===== src/rtl/imem_loader.sv =====
// imem_loader: write-side loader for the instruction memory.
//
// Accepts a framed byte stream over a valid/ready handshake, assembles bytes
// into DATA_W-bit big-endian words and writes them to imem at consecutive word
// addresses starting from 0. While a frame is in progress the core is held in
// reset. At the end of the frame done_o is set, and err_o is set if the
// trailing XOR checksum does not match.
//
// Frame: MAGIC, CNT_HI, CNT_LO, N*(DATA_W/8) payload bytes, CSUM.
//
// Ports:
//   clk, rst_n    system clock, asynchronous active-low reset
//   rx_data_i     incoming byte
//   rx_valid_i    rx_data_i valid
//   rx_ready_o    loader can accept a byte (transfer on valid & ready)
//   we_o          imem write strobe, one cycle per word
//   waddr_o       imem write word address
//   wdata_o       imem write data
//   cpu_hold_o    holds the core in reset while loading
//   busy_o        frame in progress
//   done_o        sticky, last frame completed
//   err_o         sticky, last frame had a checksum mismatch
module imem_loader #(
  parameter int unsigned ADDR_W = 8,
  parameter int unsigned DATA_W = 32,
  parameter logic [7:0]  MAGIC  = 8'hA5
) (
  input  logic              clk,
  input  logic              rst_n,
  input  logic [7:0]        rx_data_i,
  input  logic              rx_valid_i,
  output logic              rx_ready_o,
  output logic              we_o,
  output logic [ADDR_W-1:0] waddr_o,
  output logic [DATA_W-1:0] wdata_o,
  output logic              cpu_hold_o,
  output logic              busy_o,
  output logic              done_o,
  output logic              err_o
);

  localparam int unsigned Bytes = DATA_W / 8;
  localparam int unsigned IdxW  = (Bytes > 1) ? $clog2(Bytes) : 1;
  localparam logic [IdxW-1:0] LastIdx = IdxW'(Bytes - 1);

  if ((DATA_W % 8) != 0 || DATA_W == 0) begin : gen_bad_width
    $error("imem_loader: DATA_W must be a non-zero multiple of 8");
  end

  typedef enum logic [2:0] {
    StIdle,
    StCntH,
    StCntL,
    StLoad,
    StWrite,
    StCsum,
    StDone
  } state_e;

  state_e            state_q;
  logic [7:0]        cnt_hi_q;
  logic [15:0]       words_left_q;
  logic [IdxW-1:0]   byte_idx_q;
  logic [DATA_W-1:0] word_q;
  logic [7:0]        csum_q;

  logic              accept;
  logic [15:0]       count;
  logic [DATA_W-1:0] word_next;

  assign accept    = rx_valid_i & rx_ready_o;
  assign count     = {cnt_hi_q, rx_data_i};
  // Big-endian assembly: earlier bytes shift towards the MSB.
  assign word_next = DATA_W'({word_q, rx_data_i});

  always_ff @(posedge clk or negedge rst_n) begin
    if (!rst_n) begin
      state_q      <= StIdle;
      cnt_hi_q     <= '0;
      words_left_q <= '0;
      byte_idx_q   <= '0;
      word_q       <= '0;
      csum_q       <= '0;
      rx_ready_o   <= 1'b0;
      we_o         <= 1'b0;
      waddr_o      <= '0;
      wdata_o      <= '0;
      cpu_hold_o   <= 1'b0;
      busy_o       <= 1'b0;
      done_o       <= 1'b0;
      err_o        <= 1'b0;
    end else begin
      // Ready is dropped only for the WRITE cycle; the strobe is one cycle wide.
      rx_ready_o <= 1'b1;
      we_o       <= 1'b0;
      unique case (state_q)
        // DONE behaves like IDLE for an incoming byte so no byte slot is lost.
        StIdle, StDone: begin
          state_q <= StIdle;
          if (accept && rx_data_i == MAGIC) begin
            state_q    <= StCntH;
            busy_o     <= 1'b1;
            cpu_hold_o <= 1'b1;
            done_o     <= 1'b0;
            err_o      <= 1'b0;
          end
        end
        StCntH: begin
          if (accept) begin
            cnt_hi_q <= rx_data_i;
            state_q  <= StCntL;
          end
        end
        StCntL: begin
          if (accept) begin
            words_left_q <= count;
            waddr_o      <= '0;
            byte_idx_q   <= '0;
            csum_q       <= '0;
            state_q      <= (count == 16'd0) ? StCsum : StLoad;
          end
        end
        StLoad: begin
          if (accept) begin
            word_q <= word_next;
            csum_q <= csum_q ^ rx_data_i;
            if (byte_idx_q == LastIdx) begin
              byte_idx_q <= '0;
              wdata_o    <= word_next;
              we_o       <= 1'b1;
              rx_ready_o <= 1'b0;
              state_q    <= StWrite;
            end else begin
              byte_idx_q <= byte_idx_q + 1'b1;
            end
          end
        end
        StWrite: begin
          // Address advances after the strobe cycle; wraps naturally.
          waddr_o      <= waddr_o + 1'b1;
          words_left_q <= words_left_q - 16'd1;
          state_q      <= (words_left_q == 16'd1) ? StCsum : StLoad;
        end
        StCsum: begin
          if (accept) begin
            err_o      <= (rx_data_i != csum_q);
            done_o     <= 1'b1;
            busy_o     <= 1'b0;
            cpu_hold_o <= 1'b0;
            state_q    <= StDone;
          end
        end
        default: state_q <= StIdle;
      endcase
    end
  end

endmodule


===== config.mk =====
export PLATFORM = sky130hd
export DESIGN_NAME = imem_loader
export DESIGN_NICKNAME = d
export VERILOG_FILES = /design/src/rtl/imem_loader.sv
export SDC_FILE = /design/constraint.sdc
export NUM_CORES = 1
export LEC_CHECK = 0
export ABC_CLOCK_PERIOD_IN_PS = 2200
export CORE_MARGIN = 2
export CORE_UTILIZATION = 55
export CTS_CLUSTER_SIZE = 14
export DETAILED_ROUTE_END_ITERATION = 12
export GPL_ROUTABILITY_DRIVEN = 0
export PLACE_DENSITY = 0.78
export SETUP_SLACK_MARGIN = 0.05
export SKIP_CTS_REPAIR_TIMING = 1
export SKIP_LAST_GASP = 1
export SYNTH_ARGS = -nofsm -noshare
export SYNTH_HDL_FRONTEND = slang
export SYNTH_SLANG_ARGS = --single-unit

===== constraint.sdc =====
create_clock -name clk -period 2.2 [get_ports clk]
set_input_delay 0.44 -clock clk [delete_from_list [all_inputs] [get_ports clk]]
set_output_delay 0.44 -clock clk [all_outputs]
set_load 0.05 [all_outputs]

Word level (Yosys, flattened, before mapping)
Index checks and enable logic that the tools add are counted.
Widths: inputs -> output; s select.
- flip-flop bits (word level): 106
- bits of input ports: 11
- output and inout port bits: 46
- add/subtract/negate cells: 3
- equal/unequal tests: 16
- mux-type cells: 33
- bitwise gates (word level): 2
- reduce and logical (&&, ||, !) cells: 14
- operator list (operator ; number):
    $pmux 16 s2 ; 1
    $pmux 8 s2 ; 2
    $mux 3 ; 7
    $pmux 3 s6 ; 1
    $eq 16x1->1 const B ; 1
    $logic_not 16->1 ; 1
    $mux 16 ; 1
    $mux 8 ; 2
    $sub 16x1->16 const B ; 1
    $mux 1 ; 12
    $ne 2x2->1 const B ; 6
    $eq 3x3->1 const B ; 3
    $reduce_and 3->1 ; 3
    $add 8x1->8 const B ; 1
    $eq 8x8->1 const B ; 1
    $ne 8x8->1 ; 1
    $xor 8x8->8 ; 1
    $eq 3x2->1 const B ; 2
    $mux 2 ; 3
    $pmux 1 s2 ; 3
    $reduce_and 2->1 ; 3
    $reduce_bool 2->1 ; 3
    $reduce_and 5->1 ; 1
    $pmux 2 s2 ; 1
    other kinds (7) ; 7

Longest topological paths before layout
- depth in word-level cells: 4
- depth in mapped cells: 7
- mapped depth without buffers: 6

Worst setup path before layout
OpenSTA, ideal clock, no wires.
- path kind: input to register
- start point: in rx_data_i[5]
- end point: reg state_q[1]
- arrival time: 1.865 ns
- data required time: 2.069 ns
- path slack: 0.203 ns
- cell stages on the path: 5
- path buffers: 1
- cells stage by stage: clkbuf_1 > or4_1 > o41ai_1 > nor2_1 > or3_1
- longest elaborated chain between the ends: 4
- ends and longest elaborated chain (what ; line ; source):
    start, declared ; 30 ; input logic [7:0] rx_data_i,
    $logic_not 16->1 ; 120 ; state_q <= (count == 16'd0) ? StCsum : StLoad;
    $mux 3 ; 120 ;
    $mux 3 ; 115 ; if (accept) begin
    $pmux 3 s6 ; 96 ; unique case (state_q)
    end signal, assigned ; 99 ; state_q <= StIdle;
    end signal, assigned ; 101 ; state_q <= StCntH;
    end signal, assigned ; 120 ;
    end, declared ; 60 ; state_e state_q;
No other way between the ends. The select of a mux whose other input is x is not followed.
A chain may end at the register's enable or synchronous reset.

Worst setup path in the final report
- start point: reg words_left_q[2]
- end point: reg words_left_q[13]
- longest elaborated chain between the ends: 2
- ends and longest elaborated chain (what ; line ; source):
    start, declared ; 62 ; logic [15:0] words_left_q;
    start signal, assigned ; 116 ; words_left_q <= count;
    start signal, assigned ; 141 ; words_left_q <= words_left_q - 16'd1;
    $sub 16x1->16 ; 141 ;
    $pmux 16 s2 ; 96 ;
No other way between the ends.

==> impl_results.md <==
- Number of global-route vias before repair: 3650
- Diode count: 0
- HP Class: register to register
- Drt first-iter violations: 170
- # nets final: ~550
- Peak per-stage delay on the critical path: between 0.5 and 0.6 ns
- Cts bufs inserted: 9
- Tmin final: about 2.1 ns
- Core area: 0.008258 mm^2
- EDFF count, synth: 0
- Global-route wire length before repair: 17.86 mm
- Synth unique cells: between 40 and 50
- Top_reg_cell synth: dfrtp_1
- Post-Syn Area: about 0.0047 mm^2
- Pre-antenna DRT Iters: 4
- Slew Viols, Final: 0
- Commonest cells in the netlist: dfrtp_1, nand2_1, mux2_2
- Fin worst setup slack: approximately 0.08 ns
- Comb pwr share: 0.427
- Lkg Pwr: between 0.002 and 0.003 uW
- Via-to-Cell Ratio: just under 6
- Root buf cell: clkbuf_8
- CP max-delay cell: or4_4
- Syn nets: 463
- Layout cells sized above 1: 0.1937
- Peak supply drop: approximately 0.00066 V
- DR DRC count: 0
- Syn avg cell area: between 10 and 15 um^2
- CP Data Required Time: approximately 2.5 ns
- IO Port Bufs: 56
- Total Wirelength: roughly 11 mm
- Hold WS: between 0.4 and 0.5 ns
- Async set-or-reset flop fraction in the synthesized netlist: 1.000
- Count leader, synth: dfrtp_1
- MaxCap Viol Count: 0
- Clk pin slew, worst setup/hold paths: ~0.11 ns
- Die area: 0.009335 mm^2
- Clk sinks: approximately 110
- CTS tree: built
- Clock Power Share: 0.152
- Final Hold Vio Count: 0
- FF+latch count, synth: about 110
- Psw: 3305 uW
- Total congestion overflow: 0
- Dpl ws: -0.2857 ns
- Detailed Place HPWL: 7.411 mm
- P&R area growth vs syn: 23.76%
- Effective utilization at floorplan: 0.5714
- Fill cells: 630
- Synth Instances: around 450
- RSZ-0062 raised after global routing: true
- Total GRT Usage: 0.2349
- Worst slew margin: 0.6408
- Startpoint Class: register
- Final ANT Viol Nets: 0
- # IOs: 57
- Fmax: roughly 0.47 GHz
- Setup crit end kind: register
- Worst Path Class, Setup: register to register
- Final setup violation count: 0
- Dominant cell type by area after synthesis: dfrtp_1
- Part of the power in registers: 0.420
- Largest net degree at the start of global routing: 44
- Pint: roughly 4500 uW
- Vias: 3701
- Arrival time at the worst endpoint: around 2.4 ns
- Crit path max fanout: 6
- Die X: just under 100 um
- H-tree levels: 3
- Status: finished, final reports clean
- Num rows: 33
- Avg WL per Cell: 16.58 um
- Fin crit share: 0.9635
- Max clock buf depth: 2
- Clock Skew: approximately 0.016 ns
- Tightest Pin Transition: roughly 0.54 ns
- Crit path top cell by count: or4_4
- P per Cell Area: between 1000 and 1500 mW/mm^2
- Cell Chain, Critical Path: or4_4 > or4_4 > or4_1 > nand3_1
- Leading post-synthesis cells by cell area: dfrtp_1, mux2_2, nand2_1, o21ai_0, xnor2_1
- Register area share after synthesis: 0.5622
- Initial antenna violation count: 0
- Sw Share: 0.4230
- Synth warn: 0
- Clock Latency Late Sink: roughly 0.37 ns
- Die Ht: around 97 um
- Yosys top cell area share: 0.5622
## through the flow
step | cell area [um^2] | TNS, ns | std cells | util | total power (uW)
detailed placement | 5573 | -3.864 | 621 | 0.6748 | 6564
global placement | 5573 | -3.470 | 621 | 0.6748 | 6399
CTS | 5777 | 0 | 637 | 0.6995 | 7767
global route | 5839 | 0 | 642 | 0.7071 | 8296
finish | 5839 | 0 | 642 | 0.7071 | 7812
floorplan | 4718 | 0 | 448 | - | 5382
## worst max-delay path, delay by kind of cell (launching register included)
family	cells	cell delay (ns)
flip-flops	1	0.44
AND/OR/NAND/NOR	4	1.63
## logic make-up (layout without fill, tap and decap cells)
logic type	count (synthesis)	count (layout)	synth area share
XOR/XNOR	10	10	0.01856
adder cells (fa/ha/maj)	4	4	0.01061
AND/OR/NAND/NOR	178	178	0.1785
multiplexers	41	41	0.09732
AO/OA/AOI/OAI	73	73	0.09865
flip-flops	106	106	0.5622
buffers and inverters	36	125	0.03421
## metal layers
layer,vias up,track usage,routed length (um)
met5,-,0,0
met4,0,0.06392,181
met3,14,0.03974,462
met2,93,0.3974,5276
met1,1838,0.3159,4723
li1,1756,-,-
## flip-flops by register name, indices dropped and copies added (netlist names)
name / flops
csum_q: 8
busy_o: 1
word_q: 24
cnt_hi_q: 8
rx_ready_o: 1
done_o: 1
waddr_o: 8
state_q: 3
we_o: 1
err_o: 1
byte_idx_q: 2
words_left_q: 16
wdata_o: 32
## path summary, 6_finish.rpt
check / depth (start not counted) / slack [ns] / endpoint / start
worst min-delay path: 1 / 0.48 / waddr_o[7]$_DFFE_PN0P_ / waddr_o[7]$_DFFE_PN0P_
max in group asynchronous: 3 / 1.00 / word_q[7]$_DFFE_PN0P_ / rst_n
worst min register to register: 1 / 0.48 / waddr_o[7]$_DFFE_PN0P_ / waddr_o[7]$_DFFE_PN0P_
min in group asynchronous: 2 / 0.53 / waddr_o[3]$_DFFE_PN0P_ / rst_n
worst max-delay path: 4 / 0.08 / words_left_q[13]$_DFFE_PN0P_ / words_left_q[2]$_DFFE_PN0P_
worst max register to register: 4 / 0.08 / words_left_q[13]$_DFFE_PN0P_ / words_left_q[2]$_DFFE_PN0P_
## placed cells by master, fill, tap and decap left out, drive strengths merged, types with 8 or more instances in the layout
cell           synthesis  routed
nand2                104     104
clkdlybuf4s50          0      52
dfrtp                106     106
buf                    3      39
xnor2                  9       9
nor3                  14      14
clkbuf                18       9
o21ai                 28      28
nand3                  8       8
mux2                  39      39
nor2                  10      10
or4                   11      11
or3                    8       8
a21oi                 12      12
inv                   15      18
## power by group through the flow
stage / registers, uW / logic, uW / clock network [uW]
2_1_floorplan: 3930 / 1460 / 0
3_3_place_gp: 3260 / 3140 / 0
3_5_place_dp: 3310 / 3250 / 0
4_1_cts: 3270 / 3270 / 1220
5_1_grt: 3400 / 3600 / 1290
6_report: 3280 / 3340 / 1190
## area by class of cell
type                       instances  area [um^2]  share of cell area
clock buffer                       9        123.9             0.02121
clock inverter                     7        80.08             0.01371
inverter                          15        56.30            0.009642
multi-input combinational        306         1921              0.3289
sequential                       106         2654              0.4545
tap                              105        131.4             0.02250
timing repair buffer              94        873.3              0.1496
Note: power is estimated with default switching activity, not from simulation.
